File: config.mk
export PLATFORM = sky130hd
export DESIGN_NAME = dq_wr_serializer_flat
export DESIGN_NICKNAME = d
export VERILOG_FILES = /design/src/rtl/dq_wr_serializer_if.sv /design/src/rtl/dq_wr_serializer.sv /design/src/flat_wrapper.sv
export SDC_FILE = /design/constraint.sdc
export NUM_CORES = 1
export LEC_CHECK = 0
export CAP_MARGIN = 30
export CORE_ASPECT_RATIO = 0.9
export CORE_MARGIN = 2
export CORE_UTILIZATION = 40
export CTS_CLUSTER_DIAMETER = 40
export DETAILED_ROUTE_END_ITERATION = 6
export DONT_BUFFER_PORTS = 1
export HOLD_SLACK_MARGIN = 0.02
export PLACE_DENSITY = 0.64
export SETUP_SLACK_MARGIN = 0.2
export SLEW_MARGIN = 20
export SYNTH_ARGS = -nofsm -noshare
export SYNTH_HDL_FRONTEND = slang
export SYNTH_SLANG_ARGS = --single-unit
File: constraint.sdc
create_clock -name SCLK -period 5.3 [get_ports SCLK]
set_input_delay 1.06 -clock SCLK [delete_from_list [all_inputs] [get_ports SCLK]]
set_output_delay 1.06 -clock SCLK [all_outputs]
set_load 0.01 [all_outputs]
File: src/rtl/dq_wr_serializer_if.sv
// Write-side bus for one DQ lane serializer: word push, slip request and the
// serial bit-pair outputs with FIFO status.
interface dq_wr_serializer_if #(
  parameter int DEPTH_LOG2 = 3
);
  logic                  WR_EN;
  logic [3:0]            WR_DATA;
  logic                  WR_FULL;
  logic                  ALIGNWD;
  logic                  Q_P;
  logic                  Q_N;
  logic                  Q_VALID;
  logic [DEPTH_LOG2:0]   LEVEL;
  logic                  OVERFLOW;

  modport master (
    output WR_EN, WR_DATA, ALIGNWD,
    input  WR_FULL, Q_P, Q_N, Q_VALID, LEVEL, OVERFLOW
  );

  modport slave (
    input  WR_EN, WR_DATA, ALIGNWD,
    output WR_FULL, Q_P, Q_N, Q_VALID, LEVEL, OVERFLOW
  );
endinterface

File: src/rtl/dq_wr_serializer.sv
// 4:2 write gearbox for one DQ lane: word FIFO, two-cycle bit-pair serializer,
// one-bit slip. Define DQ_WR_TRISTATE_EN to add the TQ output-enable port.
module dq_wr_serializer #(
  parameter int   DEPTH_LOG2 = 3,
  parameter logic IDLE_VAL   = 1'b0
) (
  input  logic                 SCLK,
  input  logic                 RSTN,
  dq_wr_serializer_if.slave    bus
`ifdef DQ_WR_TRISTATE_EN
  ,
  output logic                 TQ
`endif
);
  localparam int DEPTH = 1 << DEPTH_LOG2;
  localparam int PW    = DEPTH_LOG2 + 1;

  logic [3:0]      r_mem [DEPTH];
  logic [PW-1:0]   r_wr_ptr, r_rd_ptr, r_level;
  logic            r_full, r_ovf;
  logic            r_phase_p0;
  logic [1:0]      r_upper_p0;
  logic            r_sel, r_hold, r_align_p0;
  logic [1:0]      r_lock;
  logic            r_qp_p1, r_qn_p1, r_qv_p1;

  logic            w_empty, w_push, w_pop, w_rise;
  logic [PW-1:0]   w_wr_nxt, w_rd_nxt, w_lvl_nxt;
  logic [3:0]      w_head;
  logic            w_s0, w_s1, w_sv;

  assign w_empty   = (r_wr_ptr == r_rd_ptr);
  assign w_push    = bus.WR_EN & ~r_full;
  assign w_pop     = ~r_phase_p0 & ~w_empty;
  assign w_wr_nxt  = r_wr_ptr + PW'(w_push);
  assign w_rd_nxt  = r_rd_ptr + PW'(w_pop);
  assign w_lvl_nxt = w_wr_nxt - w_rd_nxt;
  assign w_head    = r_mem[r_rd_ptr[DEPTH_LOG2-1:0]];
  // Slip requests are edge-detected and locked out for two cycles after a toggle.
  assign w_rise    = bus.ALIGNWD & ~r_align_p0 & (r_lock == 2'd0);

  always_comb begin
    w_s0 = IDLE_VAL;
    w_s1 = IDLE_VAL;
    w_sv = 1'b0;
    if (r_phase_p0) begin
      w_s0 = r_upper_p0[0];
      w_s1 = r_upper_p0[1];
      w_sv = 1'b1;
    end else if (!w_empty) begin
      w_s0 = w_head[0];
      w_s1 = w_head[1];
      w_sv = 1'b1;
    end
  end

  // Stage p0: FIFO storage and upper half of the word being serialized
  always_ff @(posedge SCLK) begin
    if (w_push) r_mem[r_wr_ptr[DEPTH_LOG2-1:0]] <= bus.WR_DATA;
    if (w_pop)  r_upper_p0 <= w_head[3:2];
  end

  always_ff @(posedge SCLK) begin
    if (!RSTN) begin
      r_wr_ptr   <= '0;
      r_rd_ptr   <= '0;
      r_level    <= '0;
      r_full     <= 1'b0;
      r_ovf      <= 1'b0;
      r_phase_p0 <= 1'b0;
      r_sel      <= 1'b0;
      r_hold     <= IDLE_VAL;
      r_align_p0 <= 1'b0;
      r_lock     <= 2'd0;
      r_qp_p1    <= IDLE_VAL;
      r_qn_p1    <= IDLE_VAL;
      r_qv_p1    <= 1'b0;
    end else begin
      r_wr_ptr   <= w_wr_nxt;
      r_rd_ptr   <= w_rd_nxt;
      r_level    <= w_lvl_nxt;
      r_full     <= (w_lvl_nxt == PW'(DEPTH));
      r_ovf      <= r_ovf | (bus.WR_EN & r_full);
      r_phase_p0 <= r_phase_p0 ? 1'b0 : w_pop;
      r_align_p0 <= bus.ALIGNWD;
      if (w_rise) begin
        r_sel  <= ~r_sel;
        r_lock <= 2'd2;
      end else if (r_lock != 2'd0) begin
        r_lock <= r_lock - 2'd1;
      end
      // Stage p1: output pair, optionally delayed one bit through the hold register
      if (r_sel) begin
        r_qp_p1 <= r_hold;
        r_qn_p1 <= w_s0;
      end else begin
        r_qp_p1 <= w_s0;
        r_qn_p1 <= w_s1;
      end
      r_hold  <= w_s1;
      r_qv_p1 <= w_sv;
    end
  end

`ifdef DQ_WR_TRISTATE_EN
  logic r_tq_p1;
  // Drive while the next pair is valid or the current one was (one postamble cycle).
  always_ff @(posedge SCLK) begin
    if (!RSTN) r_tq_p1 <= 1'b1;
    else       r_tq_p1 <= ~(w_sv | r_qv_p1);
  end
  assign TQ = r_tq_p1;
`endif

  assign bus.WR_FULL  = r_full;
  assign bus.LEVEL    = r_level;
  assign bus.OVERFLOW = r_ovf;
  assign bus.Q_P      = r_qp_p1;
  assign bus.Q_N      = r_qn_p1;
  assign bus.Q_VALID  = r_qv_p1;
endmodule
File: src/flat_wrapper.sv
// flat-port wrapper written by rule: the top's interface ports become plain ports
module dq_wr_serializer_flat 
#(
  parameter int   DEPTH_LOG2 = 3,
  parameter logic IDLE_VAL   = 1'b0
)
  (SCLK, RSTN, bus_WR_EN, bus_WR_DATA, bus_ALIGNWD, bus_WR_FULL, bus_Q_P, bus_Q_N, bus_Q_VALID, bus_LEVEL, bus_OVERFLOW);
  dq_wr_serializer_if #(.DEPTH_LOG2(DEPTH_LOG2)) bus_i ();
  input  logic SCLK;
  input  logic RSTN;
  input wire logic [$bits(bus_i.WR_EN)-1:0] bus_WR_EN;
  input wire logic [$bits(bus_i.WR_DATA)-1:0] bus_WR_DATA;
  input wire logic [$bits(bus_i.ALIGNWD)-1:0] bus_ALIGNWD;
  output wire logic [$bits(bus_i.WR_FULL)-1:0] bus_WR_FULL;
  output wire logic [$bits(bus_i.Q_P)-1:0] bus_Q_P;
  output wire logic [$bits(bus_i.Q_N)-1:0] bus_Q_N;
  output wire logic [$bits(bus_i.Q_VALID)-1:0] bus_Q_VALID;
  output wire logic [$bits(bus_i.LEVEL)-1:0] bus_LEVEL;
  output wire logic [$bits(bus_i.OVERFLOW)-1:0] bus_OVERFLOW;
  assign bus_i.WR_EN = bus_WR_EN;
  assign bus_i.WR_DATA = bus_WR_DATA;
  assign bus_i.ALIGNWD = bus_ALIGNWD;
  assign bus_WR_FULL = bus_i.WR_FULL;
  assign bus_Q_P = bus_i.Q_P;
  assign bus_Q_N = bus_i.Q_N;
  assign bus_Q_VALID = bus_i.Q_VALID;
  assign bus_LEVEL = bus_i.LEVEL;
  assign bus_OVERFLOW = bus_i.OVERFLOW;
  dq_wr_serializer #(.DEPTH_LOG2(DEPTH_LOG2), .IDLE_VAL(IDLE_VAL)) u_core (.SCLK(SCLK), .RSTN(RSTN), .bus(bus_i));
endmodule
==> results by group <==
Setup path
  • CP max FO: 10
  • Buffers & Inverters on Critical Path: 1
  • Worst r2r dst: u_core.bus.WR_FULL$_SDFF_PN0_
  • Crit-path max cell delay: 0.66 ns
  • Crit path max-delay family: adder cells
  • Worst EP arrival: 3.35 ns
  • Critical Path Sink Type: register
  • Crit path to: u_core.bus.WR_FULL$_SDFF_PN0_
  • R2r setup slk: 2.20 ns
  • Reg2Reg Depth: 11
  • Worst r2r src: u_core.r_rd_ptr[0]$_SDFF_PN0_
  • Worst Path Required: 5.55 ns
  • Slowest cell on the critical path: dfxtp_1
  • Critical path depth: 11
  • Setup crit start: u_core.r_rd_ptr[0]$_SDFF_PN0_
  • CP most frequent cell: ha_1
  • Worst setup SP type: register
  • Cell Chain, Critical Path: xnor2_1 -> nand4_1 -> nor2b_1 -> ha_1 -> ha_1 -> inv_1 -> ha_1 -> a21o_1 -> a21oi_1 -> xnor3_1 -> nor3_1
  • Critical path class: reg -> reg

Finish
  • Layout net count: 173
  • Register Area: 0.00148 mm²
  • Filler cells: 494
  • ANT cells: 0
  • Multi-input combinational cell area: 754 µm²
  • P&R area growth vs syn: 9.56%
  • Fraction of layout cells with a size suffix above 1: 0.105

Clock tree
  • H-tree lvl count: 3
  • CTS Sinks: 57
  • Root buf cell: clkbuf_8
  • CTS buffer count: 9
  • Hold buffers post-CTS: 0
  • Clock transition at path regs: 0.06 ns
  • Longest Clk Path Bufs: 2
  • Post-CTS sizing: 0
  • CTS tree: yes
  • Worst skew pair latency: 0.33 ns
  • Post-CTS Repair Setup Buffers: 0

Die
  • Die Y-Extent: 75.6 µm
  • Die ar.: 0.00631 mm²
  • Std-Cell Rows: 26
  • Total core area: 0.00560 mm²
  • Initial Util: 0.407
  • IO Pins: 17
  • Die W: 83.5 µm

Logic synthesis
  • Area share of the largest cell type after synthesis: 0.448
  • Syn. warnings: 0
  • Cell area after synthesis: 0.00228 mm²
  • Post-Syn Nets: 166
  • Synth Area per Inst: 15.2 µm²
  • Largest cells by area after synthesis: edfxtp_1, dfxtp_1, mux4_1
  • Syn Inst Count: 150
  • #FFs+latches synth: 57
  • Sequential fraction of the synthesis area: 0.651
  • Top cell type by total area after synthesis: edfxtp_1
  • Netlist cell types: 28

Route
  • Wire per inst: 16.6 µm
  • Final wirelength: 3.85 mm
  • Number of iterations in the first detailed-routing pass: 4
  • Vias: 1200
  • Antenna Violating Nets Remaining: 0
  • DRT iter0 DRCs: 90
  • Avg Vias per Cell: 5.17
  • Residual DRC: 0

Placement
  • Placer Congestion: 0.754
  • I/O Buffers: 0
  • Post-place setup slack: 2.18 ns
  • HPWL after DPL: 2.76 mm

Global routing
  • Grt peak-use layer: met2
  • GR Util met2: 0.213
  • GRT Overall Usage: 0.134
  • Vias in the first global route: 1209
  • Initial antenna violation count: 0
  • First-pass GRT wire length: 6.14 mm
  • Met3 Usage GRT: 0.0423
  • Largest net degree at the start of global routing: 19
  • Met1 usage: 0.160
  • Total gr overflow: 0

Job
  • # Max-Cap Violations: 0

Timing
  • Hold slack: 0.476 ns
  • Highest Clock Rate: 0.323 GHz
  • Hold Fails Final Rpt: 0
  • Min Tclk post-route: 3.10 ns
  • Slew headroom: 0.572
  • Final TNS setup: 0 ns
  • Final WS setup: 2.20 ns
  • Slew Limit Fails: 0
  • Final Cycle Share: 0.585
  • RSZ-0062 raised after global routing: no
  • Worst-case clock skew: 0.00713 ns
  • Slew @ Worst Pin: 0.637 ns
  • Final setup vio count: 0

Power
  • Sw power: 391 µW
  • Sw frac: 0.305
  • Combinational share of power: 0.267
  • PD cells: 513 mW/mm²
  • P_leak: 0.886 nW
  • VDD IR-drop max: 308 µV
  • Clock Power Share: 0.250
  • Seq pwr share: 0.484
  • Int Pwr: 890 µW

Min path
  • Class of the worst hold path: reg -> reg

Status
  • Outcome: completed
[logic make-up after synthesis]
logic type	Yosys count	share of synthesized area
DFF	57	0.651
and+or+nand+nor	44	0.0923
muxes	14	0.122
xor gates and xnor gates	11	0.0483
buffers and inverters	9	0.0181
adders and majority gates	8	0.0473
AOI/OAI and AO/OA	7	0.0214
[synth_stat cells, drive strengths merged]
cell / number
xnor3: 1
mux4: 8
nand2: 2
nor3b: 1
a21oi: 3
nand4: 1
mux2: 6
clkbuf: 3
nand2b: 3
edfxtp: 34
a32o: 1
ha: 7
xnor2: 6
inv: 4
buf: 1
nand3: 3
nor2b: 3
nor2: 22
nor3: 4
a21o: 1
clkinv: 1
a22oi: 1
a221oi: 1
fa: 1
nor4b: 1
xor2: 4
dfxtp: 23
and2: 4
[worst min-delay path by stage]
stage / slack, ns / cells after the start / end / start
floorplan: 0.42 / 1 / u_core.r_lock[0]$_SDFFE_PP0P_ / u_core.r_lock[0]$_SDFFE_PP0P_
finish: 0.48 / 1 / u_core.r_lock[0]$_SDFFE_PP0P_ / u_core.r_lock[0]$_SDFFE_PP0P_
global placement: 0.43 / 1 / u_core.r_lock[0]$_SDFFE_PP0P_ / u_core.r_lock[0]$_SDFFE_PP0P_
CTS: 0.48 / 1 / u_core.r_lock[0]$_SDFFE_PP0P_ / u_core.r_lock[0]$_SDFFE_PP0P_
global route: 0.50 / 1 / u_core.r_lock[0]$_SDFFE_PP0P_ / u_core.r_lock[0]$_SDFFE_PP0P_
detailed placement: 0.47 / 1 / u_core.r_lock[0]$_SDFFE_PP0P_ / u_core.r_lock[0]$_SDFFE_PP0P_
[final cells by class]
type / count / area share
multi-input combinational: 84 / 0.302
clock inverter: 6 / 0.0100
tap: 70 / 0.0351
sequential: 57 / 0.594
clock buffer: 10 / 0.0512
inverter: 5 / 0.00752
[power groups by stage]
| stage | logic [mW] | clock network [mW] | registers (mW) |
|---|---|---|---|
| 2_1_floorplan | 0.300 | 0 | 0.596 |
| 4_1_cts | 0.346 | 0.324 | 0.621 |
| 6_report | 0.341 | 0.320 | 0.620 |
| 3_3_place_gp | 0.331 | 0 | 0.625 |
| 3_5_place_dp | 0.345 | 0 | 0.630 |
| 5_1_grt | 0.388 | 0.341 | 0.630 |
[layout by cell type, fill, tap and decap left out, drive strengths merged, types with 6 or more instances in the layout]
cell    netlist  layout
clkbuf        3      10
clkinv        1       7
dfxtp        23      23
edfxtp       34      34
ha            7       7
mux2          6       6
mux4          8       8
nor2         22      22
xnor2         6       6
[sequential cells by signal (all words and copies together), names as in the netlist]
name                 count
u_core.r_mem            32
u_core.bus.LEVEL         4
u_core.r_rd_ptr          4
u_core.r_wr_ptr          4
u_core.r_lock            2
u_core.r_upper_p0        2
u_core.bus.OVERFLOW      1
u_core.bus.Q_N           1
u_core.bus.Q_P           1
u_core.bus.Q_VALID       1
u_core.bus.WR_FULL       1
u_core.r_align_p0        1
u_core.r_hold            1
u_core.r_phase_p0        1
u_core.r_sel             1
[layer usage]
| layer | vias to the layer above | wire [µm] |
|---|---|---|
| li1 | 566 | - |
| met1 | 599 | 1790 |
| met2 | 25 | 1800 |
| met3 | 10 | 163 |
| met4 | 0 | 95 |
| met5 | - | 0 |
[through the flow]
stage	power, mW	util	area [µm²]	cells
floorplan	0.896	-	2280	150
global placement	0.956	0.419	2340	216
detailed placement	0.975	0.419	2340	216
CTS	1.29	0.446	2490	232
global route	1.36	0.446	2490	232
finish	1.28	0.446	2490	232
Power figures use the tool's default switching activity.
